### src/rtl/ddr_read_scheduler_pkg.sv
// Shared DDR read-scheduler definitions: read FSM state encoding and default sizes.
package ddr_read_scheduler_pkg;

    localparam int RD_ADDR_W_DEF      = 24;
    localparam int RD_DATA_W_DEF      = 16;
    localparam int RD_BURST_BEATS_DEF = 4;
    localparam int RD_TIMEOUT_DEF     = 255;

    typedef enum logic [1:0] {
        IDLE      = 2'd0,
        CMD       = 2'd1,
        WAIT_DATA = 2'd2
    } rd_state_e;

    // Width of a counter holding 0..n-1, never narrower than one bit.
    function automatic int cnt_w(input int n);
        return (n > 2) ? $clog2(n) : 1;
    endfunction

endpackage

### src/rtl/ddr_read_scheduler_if.sv
// Bus bundle between the read scheduler, its two requesters, the command FSM and the read datapath.
interface ddr_read_scheduler_if #(
    parameter int ADDR_W = 24,
    parameter int DATA_W = 16
);
    logic              req0, req1;
    logic [ADDR_W-1:0] addr0, addr1;
    logic              gnt0, gnt1;
    logic [DATA_W-1:0] rdata0, rdata1;
    logic              rvalid0, rvalid1;
    logic              rlast0, rlast1;
    logic              rd_cmd_valid;
    logic [ADDR_W-1:0] rd_cmd_addr;
    logic              rd_cmd_ready;
    logic              dp_data_rdy;
    logic [DATA_W-1:0] dp_data;

    modport master (
        input  req0, req1, addr0, addr1, rd_cmd_ready, dp_data_rdy, dp_data,
        output gnt0, gnt1, rdata0, rdata1, rvalid0, rvalid1, rlast0, rlast1,
               rd_cmd_valid, rd_cmd_addr
    );

    modport slave (
        output req0, req1, addr0, addr1, rd_cmd_ready, dp_data_rdy, dp_data,
        input  gnt0, gnt1, rdata0, rdata1, rvalid0, rvalid1, rlast0, rlast1,
               rd_cmd_valid, rd_cmd_addr
    );
endinterface

### src/rtl/ddr_rd_rr_arb.sv
// Two-way round-robin arbiter; the last-granted pointer is held by the parent.
module ddr_rd_rr_arb (
    input  logic req0,
    input  logic req1,
    input  logic last_gnt,
    output logic gnt_idx,
    output logic gnt_valid
);
    always_comb begin
        gnt_valid = req0 | req1;
        gnt_idx   = 1'b0;
        if (req0 && req1) gnt_idx = ~last_gnt;
        else if (req1)    gnt_idx = 1'b1;
    end
endmodule

### src/rtl/ddr_read_scheduler.sv
// DDR read scheduler: round-robin grant, one read command per grant, burst beat routing.
// Optional idle-beat timeout abort when RD_TIMEOUT_EN is defined.
module ddr_read_scheduler
    import ddr_read_scheduler_pkg::*;
#(
    parameter int ADDR_W      = RD_ADDR_W_DEF,
    parameter int DATA_W      = RD_DATA_W_DEF,
    parameter int BURST_BEATS = RD_BURST_BEATS_DEF
`ifdef RD_TIMEOUT_EN
    , parameter int TIMEOUT   = RD_TIMEOUT_DEF
`endif
) (
    input  logic                 clk,
    input  logic                 rst,
    input  logic                 init_done,
    ddr_read_scheduler_if.master bus,
    output logic                 busy
`ifdef RD_TIMEOUT_EN
    , output logic               timeout_err
`endif
);
    localparam int               CNT_W     = cnt_w(BURST_BEATS);
    localparam logic [CNT_W-1:0] LAST_BEAT = CNT_W'(BURST_BEATS - 1);

    rd_state_e        state_q, state_d;
    logic             ptr_q;
    logic [CNT_W-1:0] beat_q;
    logic             arb_idx, arb_valid;
    logic             grant, accept, beat, last_beat, expire;

    ddr_rd_rr_arb u_arb (
        .req0      (bus.req0),
        .req1      (bus.req1),
        .last_gnt  (ptr_q),
        .gnt_idx   (arb_idx),
        .gnt_valid (arb_valid)
    );

    // NOTE: every signal gets a default before the case, so no path leaves one unassigned (no latch).
    always_comb begin
        state_d   = state_q;
        grant     = 1'b0;
        accept    = 1'b0;
        beat      = 1'b0;
        last_beat = 1'b0;
        unique case (state_q)
            IDLE: if (init_done && arb_valid) begin
                grant   = 1'b1;
                state_d = CMD;
            end
            CMD: if (bus.rd_cmd_ready) begin
                accept  = 1'b1;
                state_d = WAIT_DATA;
            end
            WAIT_DATA: begin
                if (bus.dp_data_rdy) begin
                    beat = 1'b1;
                    if (beat_q == LAST_BEAT) begin
                        last_beat = 1'b1;
                        state_d   = IDLE;
                    end
                end else if (expire) begin
                    state_d = IDLE;
                end
            end
            default: state_d = IDLE;
        endcase
    end

    assign busy             = (state_q != IDLE);
    assign bus.rd_cmd_valid = (state_q == CMD);

    // NOTE: state is updated with non-blocking assignments so every register samples pre-edge values.
    always_ff @(posedge clk) begin
        if (rst) begin
            state_q         <= IDLE;
            ptr_q           <= 1'b1;
            beat_q          <= '0;
            bus.rd_cmd_addr <= '0;
            bus.gnt0        <= 1'b0;
            bus.gnt1        <= 1'b0;
            bus.rdata0      <= '0;
            bus.rdata1      <= '0;
            bus.rvalid0     <= 1'b0;
            bus.rvalid1     <= 1'b0;
            bus.rlast0      <= 1'b0;
            bus.rlast1      <= 1'b0;
        end else begin
            state_q  <= state_d;
            bus.gnt0 <= grant && !arb_idx;
            bus.gnt1 <= grant &&  arb_idx;
            if (grant) begin
                ptr_q           <= arb_idx;
                bus.rd_cmd_addr <= arb_idx ? bus.addr1 : bus.addr0;
            end
            if (accept || last_beat) beat_q <= '0;
            else if (beat)           beat_q <= beat_q + 1'b1;
            // ptr_q names the port that owns the burst in flight.
            bus.rvalid0 <= (beat || expire) && !ptr_q;
            bus.rvalid1 <= (beat || expire) &&  ptr_q;
            bus.rlast0  <= (last_beat || expire) && !ptr_q;
            bus.rlast1  <= (last_beat || expire) &&  ptr_q;
            if ((beat || expire) && !ptr_q) bus.rdata0 <= beat ? bus.dp_data : '0;
            if ((beat || expire) &&  ptr_q) bus.rdata1 <= beat ? bus.dp_data : '0;
        end
    end

`ifdef RD_TIMEOUT_EN
    logic [7:0] idle_q;

    always_ff @(posedge clk) begin
        if (rst) begin
            idle_q      <= '0;
            timeout_err <= 1'b0;
        end else begin
            timeout_err <= expire;
            if (accept || beat)           idle_q <= '0;
            else if (state_q == WAIT_DATA) idle_q <= idle_q + 8'd1;
        end
    end

    assign expire = (state_q == WAIT_DATA) && !bus.dp_data_rdy && (idle_q == 8'(TIMEOUT - 1));
`else
    assign expire = 1'b0;
`endif

endmodule

### src/flat_wrapper.sv
// flat-port wrapper written by rule: the top's interface ports become plain ports
module ddr_read_scheduler_flat import ddr_read_scheduler_pkg::*;
#(
    parameter int ADDR_W      = RD_ADDR_W_DEF,
    parameter int DATA_W      = RD_DATA_W_DEF,
    parameter int BURST_BEATS = RD_BURST_BEATS_DEF

)
  (clk, rst, init_done, busy, bus_req0, bus_req1, bus_addr0, bus_addr1, bus_rd_cmd_ready, bus_dp_data_rdy, bus_dp_data, bus_gnt0, bus_gnt1, bus_rdata0, bus_rdata1, bus_rvalid0, bus_rvalid1, bus_rlast0, bus_rlast1, bus_rd_cmd_valid, bus_rd_cmd_addr);
  ddr_read_scheduler_if #(.ADDR_W(ADDR_W), .DATA_W(DATA_W)) bus_i ();
  input  logic clk;
  input  logic rst;
  input  logic init_done;
  output logic busy;
  input wire logic [$bits(bus_i.req0)-1:0] bus_req0;
  input wire logic [$bits(bus_i.req1)-1:0] bus_req1;
  input wire logic [$bits(bus_i.addr0)-1:0] bus_addr0;
  input wire logic [$bits(bus_i.addr1)-1:0] bus_addr1;
  input wire logic [$bits(bus_i.rd_cmd_ready)-1:0] bus_rd_cmd_ready;
  input wire logic [$bits(bus_i.dp_data_rdy)-1:0] bus_dp_data_rdy;
  input wire logic [$bits(bus_i.dp_data)-1:0] bus_dp_data;
  output wire logic [$bits(bus_i.gnt0)-1:0] bus_gnt0;
  output wire logic [$bits(bus_i.gnt1)-1:0] bus_gnt1;
  output wire logic [$bits(bus_i.rdata0)-1:0] bus_rdata0;
  output wire logic [$bits(bus_i.rdata1)-1:0] bus_rdata1;
  output wire logic [$bits(bus_i.rvalid0)-1:0] bus_rvalid0;
  output wire logic [$bits(bus_i.rvalid1)-1:0] bus_rvalid1;
  output wire logic [$bits(bus_i.rlast0)-1:0] bus_rlast0;
  output wire logic [$bits(bus_i.rlast1)-1:0] bus_rlast1;
  output wire logic [$bits(bus_i.rd_cmd_valid)-1:0] bus_rd_cmd_valid;
  output wire logic [$bits(bus_i.rd_cmd_addr)-1:0] bus_rd_cmd_addr;
  assign bus_i.req0 = bus_req0;
  assign bus_i.req1 = bus_req1;
  assign bus_i.addr0 = bus_addr0;
  assign bus_i.addr1 = bus_addr1;
  assign bus_i.rd_cmd_ready = bus_rd_cmd_ready;
  assign bus_i.dp_data_rdy = bus_dp_data_rdy;
  assign bus_i.dp_data = bus_dp_data;
  assign bus_gnt0 = bus_i.gnt0;
  assign bus_gnt1 = bus_i.gnt1;
  assign bus_rdata0 = bus_i.rdata0;
  assign bus_rdata1 = bus_i.rdata1;
  assign bus_rvalid0 = bus_i.rvalid0;
  assign bus_rvalid1 = bus_i.rvalid1;
  assign bus_rlast0 = bus_i.rlast0;
  assign bus_rlast1 = bus_i.rlast1;
  assign bus_rd_cmd_valid = bus_i.rd_cmd_valid;
  assign bus_rd_cmd_addr = bus_i.rd_cmd_addr;
  ddr_read_scheduler #(.ADDR_W(ADDR_W), .DATA_W(DATA_W), .BURST_BEATS(BURST_BEATS)) u_core (.clk(clk), .rst(rst), .init_done(init_done), .bus(bus_i), .busy(busy));
endmodule
### config.mk
export PLATFORM = sky130hd
export DESIGN_NAME = ddr_read_scheduler_flat
export DESIGN_NICKNAME = d
export VERILOG_FILES = /design/src/rtl/ddr_read_scheduler_pkg.sv /design/src/rtl/ddr_read_scheduler_if.sv /design/src/rtl/ddr_rd_rr_arb.sv /design/src/rtl/ddr_read_scheduler.sv /design/src/flat_wrapper.sv
export SDC_FILE = /design/constraint.sdc
export NUM_CORES = 1
export LEC_CHECK = 0
export ABC_AREA = 0
export CORE_MARGIN = 1.5
export CORE_UTILIZATION = 41
export DETAILED_ROUTE_END_ITERATION = 8
export GPL_TIMING_DRIVEN = 0
export MAX_ROUTING_LAYER = met4
export PLACE_DENSITY_LB_ADDON = 0.15
export SLEW_MARGIN = 5
export SYNTH_ARGS = -nofsm -noshare
export SYNTH_HDL_FRONTEND = slang
export SYNTH_SLANG_ARGS = --single-unit
### constraint.sdc
create_clock -name clk -period 1.8 [get_ports clk]
set_input_delay 0.27 -clock clk [delete_from_list [all_inputs] [get_ports clk]]
set_output_delay 0.27 -clock clk [all_outputs]
set_load 0.005 [all_outputs]
After elaboration in Yosys (flattened, before gate mapping)
Cells that the tools add are included.
{"block": "op_classes", "shifts": 0, "multipliers": 0, "muxes": 18, "n_bitwise": 2, "eq_ne": 7, "div_mod_pow": 0, "addsub": 1, "reduce_logical": 15, "magnitude_cmp": 0}
{"cell": "24-bit two-way mux", "n": 1}
{"cell": "16-bit two-way mux", "n": 1}
{"cell": "1-bit two-way mux", "n": 11}
{"cell": "1-bit logical AND", "n": 8}
{"cell": "2-bit two-way mux", "n": 4}
{"cell": "2-bit one-hot mux with 3 select lines", "n": 1}
{"cell": "2-bit == test, second input constant", "n": 2}
{"cell": "2-bit by 1-bit != test with 1-bit output, second input constant", "n": 2}
{"cell": "2-bit != test, second input constant", "n": 2}
{"cell": "4-bit AND reduction", "n": 1}
{"cell": "2-bit by 1-bit adder with 2-bit output, second input constant", "n": 1}
{"cell": "2-bit by 1-bit == test with 1-bit output, second input constant", "n": 1}
{"cell": "1-bit logical NOT", "n": 2}
{"cell": "2-bit logical NOT", "n": 1}
{"cell": "2-bit nonzero test", "n": 1}
{"cell": "2-bit OR reduction", "n": 1}
{"cell": "1-bit logical OR", "n": 1}
{"cell": "1-bit NOT", "n": 1}
{"cell": "1-bit OR", "n": 1}
{"block": "totals", "n_memories": 0, "in_bits": 71, "latch_bits": 0, "register_bits": 67, "rom_bits": 0, "ram_bits": 0, "word_cells": 55, "out_inout_bits": 64}

Logic depth before layout (Yosys ltp)
{"block": "logic_depth", "word_depth": 6, "ltp_mapped": 6, "depth_no_buf": 4}

Hierarchy
A second synthesis with hierarchy kept.
{"block": "unflattened", "cells_unflattened": 294, "hier_area_um2": 2731.4}
{"mod": "ddr_read_scheduler", "cells_each": 292, "instances": 1, "area_per_inst_um2": 2717.6, "seq_area_each_um2": 1341.3}
{"mod": "ddr_rd_rr_arb", "cells_each": 2, "instances": 1, "area_per_inst_um2": 13.8, "seq_area_each_um2": 0.0}

Least setup slack after synthesis
No wires, ideal clock.
{"block": "synth_path", "path_type": "register to register", "startpoint": "register u_core.state_q[1]", "endpoint": "register u_core.bus.rd_cmd_addr[21] (netlist name)", "path_buffers": 3, "arrival_ns": 1.306, "synth_period_minus_slack_ns": 1.444, "path_stages_with_launch": 7, "setup_time_ns": 0.138, "slack_ns": 0.356, "required_time_ns": 1.662, "path_cell_list": "dfxtp_1 buf_6 or3b_4 buf_6 buf_6 nor3_2 nor4_2"}
{"block": "synth_between", "elab_chain_len": 2}
{"item": "from (decl)", "line_no": "ddr_read_scheduler.sv:25", "text": "rd_state_e state_q, state_d;"}
{"item": "from (signal assigned)", "line_no": "ddr_read_scheduler.sv:89", "text": "state_q <= state_d;"}
{"item": "2-bit logical NOT", "line_no": "ddr_read_scheduler.sv:46", "text": "unique case (state_q)"}
{"item": "1-bit two-way mux", "line_no": "ddr_read_scheduler.sv:46"}
{"item": "to (signal assigned)", "line_no": "ddr_read_scheduler.sv:94", "text": "bus.rd_cmd_addr <= arb_idx ? bus.addr1 : bus.addr0;"}
{"item": "to (decl)", "line_no": "ddr_read_scheduler_if.sv:21", "text": "rd_cmd_valid, rd_cmd_addr"}
No other way between the ends.
A chain may end at the register's enable or synchronous reset.

Worst setup path after layout
{"block": "layout_path", "startpoint": "register u_core.state_q[1]", "endpoint": "output busy"}
{"block": "layout_between", "elab_chain_len": 1}
{"item": "2-bit nonzero test", "line_no": "ddr_read_scheduler.sv:70", "text": "assign busy = (state_q != IDLE);"}
{"item": "to (decl)", "line_no": "flat_wrapper.sv:14", "text": "output logic busy;"}
No other way between the ends.

==> reports/results.txt <==
Final GP Congestion: 0.765
Post-Syn Instances: 329
worst skew pair latency: 340 ps
Startpoint Class: flop
RSZ-0062 raised after global routing: false
die width: 86.5 um
fin util: 66.6%
Setup Skew: 8.37 ps
Cell Count, Final, Fillers Out: 558
CTS HTree Levels: 3
setup violators final: 0
Synth Warn #: 0
total number of vias: 2909
fill cell count: 585
Rows: 30
first-pass GRT wire length: 13500 um
net switching power: 907 uW
sequential power share: 45.4%
largest net degree at the start of global routing: 13
Final ANT Viol Nets: 0
status: completed
cts repair resizes: 2
ratio of total power to cell area: 779 mW/mm^2
end point of the critical path: busy
wire length per cell: 14.6 um
critical setup path kind: flop to output pin
max_cap viols: 0
Synth top area share: 46.9%
WP data required: 1530 ps
maximum VDD drop: 430 uV
Die Y: 86.5 um
DPL Wire Length: 6060 um
CTS buffer count: 9
Switching Fraction: 25.9%
slew at the pin closest to its max-slew limit: 561 ps
Cell Area, Synth: 0.00286 sq mm
Layout Area Growth over Synthesis: 57.4%
max_slew headroom: 62.6%
register area: 0.00134 sq mm
placed cells: 542
Clock power frac: 36.2%
placed cell areas: 0.00429 sq mm
grt total ovfl: 0
post-synthesis cell type with the largest combined area: dfxtp_1
Root Driver: clkbuf_8
CTS tree: yes
All-Layer GR Usage: 23.6%
TritonCTS Sinks: 67
Initial Util: 42.3%
Hold Path Class: input pin to flop
internal power: 2600 uW
Ports: 135
final hold vios: 0
launch point of the worst reg-to-reg path: u_core.state_q[0]$_SDFFE_PP0P_
post-route minimum period: 1620 ps
number of global-route vias before repair: 2885
Core Box Area: 0.00676 sq mm
clock slew at reported path FFs: 80 ps
Final period util: 90.0%
worst slack at placement: -223 ps
# hold bufs at CTS: 0
Hold Crit Depth: 2
reg-to-reg setup timing slack: 200 ps
Max Clk Rate: 618 MHz
synthesized area per cell: 8.69 sq um
1st-pass router iterations: 4
vias per cell: 5.21
r2r worst-path depth: 5
leak pwr: 0.00154 uW
reg-to-reg endpoint: u_core.bus.rdata1[11]$_SDFFE_PP0P_
crit path max fanout: 10
post-synthesis register bit count: 67
Finished Cell Area: 0.00450 sq mm
Longest Clk Path Bufs: 2
combinational fraction of design power: 18.4%
Synth cell types: 33
DRC: 0
antenna violations before repair: 0
multi-input logic area: 0.00131 sq mm
crit end category: output pin
Worst Setup SP: u_core.state_q[1]$_SDFFE_PP0P_
Final WS setup: 181 ps
Routed WL: 8130 um
layout cells sized above 1: 13.6%
Synth area leaders: dfxtp_1 47%, a21oi_1 10%, nor4_1 9.6%, nand2_1 8.9%, nor3_2 6.7%
sequential area share after synthesis: 46.9%
Iteration-0 DRC Markers: 80
hold_ws: 416 ps
HP Start: rst
die area: 0.00748 sq mm
Post-CTS Setup Inserts: 0
ant diodes: 0
number of port buffers: 133
WP data arrival: 1350 ps
nets: 545
Slew Limit Fails: 0
syn nets: 401
cells by family after synthesis:
kind of cell	count (synthesis)	synth area share, %
AND/OR/NAND/NOR	159	32.8
multiplexers	1	0.350
adder cells (fa/ha/maj)	1	0.438
AO/OA/AOI/OAI	63	11.7
flip-flops	67	46.9
buffers and inverters	37	7.48
XOR/XNOR	1	0.306
cells in the mapped netlist (all sizes together):
library cell / instances
or2: 2
nor2b: 2
nor4: 47
nand2b: 1
nor4bb: 1
dfxtp: 67
or3b: 1
xor2: 1
nor3: 24
mux2i: 1
nor3b: 1
o211ai: 1
nand3b: 3
nand4bb: 1
buf: 22
nand2: 68
a221o: 1
inv: 3
nor2: 6
a211oi: 1
a21bo: 1
o32ai: 1
and4b: 1
ha: 1
clkbuf: 12
nand4b: 1
a21oi: 58
cell usage in the layout (no fill, tap or decap), drive strengths merged, types with 2 or more instances in the layout:
cell           count
buf               21
nand2             68
nand3b             3
clkdlybuf4s50    131
clkbuf            23
nor4              47
clkinv             4
or2                2
dfxtp             67
nor2b              2
inv                3
a21oi             58
nor2               6
nor3              24
area by class of cell:
class | instances | share of cell area, %
flip-flops and latches | 67 | 29.8
repair buffers | 133 | 29.6
multi-input cells | 225 | 29.0
plain buffers | 34 | 4.56
clock buffers | 10 | 3.06
well taps | 80 | 2.22
clock inverters | 6 | 1.45
inverters | 3 | 0.250
registers in the layout, indices dropped and copies added (netlist names):
signal	cells
u_core.bus.rvalid1	1
u_core.state_q	2
u_core.bus.rlast1	1
u_core.bus.rdata1	16
u_core.bus.gnt1	1
u_core.ptr_q	1
u_core.bus.rvalid0	1
u_core.bus.gnt0	1
u_core.bus.rd_cmd_addr	24
u_core.bus.rlast0	1
u_core.bus.rdata0	16
u_core.beat_q	2
power groups by stage:
stage,logic [uW],clock network [uW],registers (uW)
floorplan,282,0,1620
global placement,642,0,1620
detailed placement,648,0,1620
CTS,650,1290,1590
global route,701,1360,1600
finish,645,1270,1590
layer usage:
| metal | up-vias | global-route usage (%) | part of all wire [%] |
|---|---|---|---|
| met5 | - | - | 0 |
| met4 | 0 | 9.53 | 1.3 |
| met3 | 11 | 5.90 | 7.1 |
| met2 | 115 | 37.9 | 47 |
| met1 | 1326 | 28.4 | 44 |
| li1 | 1457 | - | - |
metrics by stage:
stage	setup TNS [ps]	total power, uW
floorplan	0	1910
global placement	-3450	2260
detailed placement	-4130	2270
CTS	0	3530
global route	0	3660
finish	0	3500
worst min path at each step:
stage and end:
2_1_floorplan u_core.bus.rdata0[0]$_SDFFE_PP0P_, 3_3_place_gp u_core.bus.rdata1[10]$_SDFFE_PP0P_, 3_5_place_dp u_core.bus.rdata1[12]$_SDFFE_PP0P_, 4_1_cts u_core.bus.rd_cmd_addr[23]$_SDFFE_PP0N_, 5_1_grt u_core.bus.rdata0[6]$_SDFFE_PP0P_, 6_report u_core.bus.rd_cmd_addr[0]$_SDFFE_PP0N_
critical path, cell delays in order, from the launching register on:
cell           delay [ps]
dfxtp_1               320
buf_6                 140
or2_2                 280
dlygate4sd2_1         280
(Power assumes the default switching activity.)
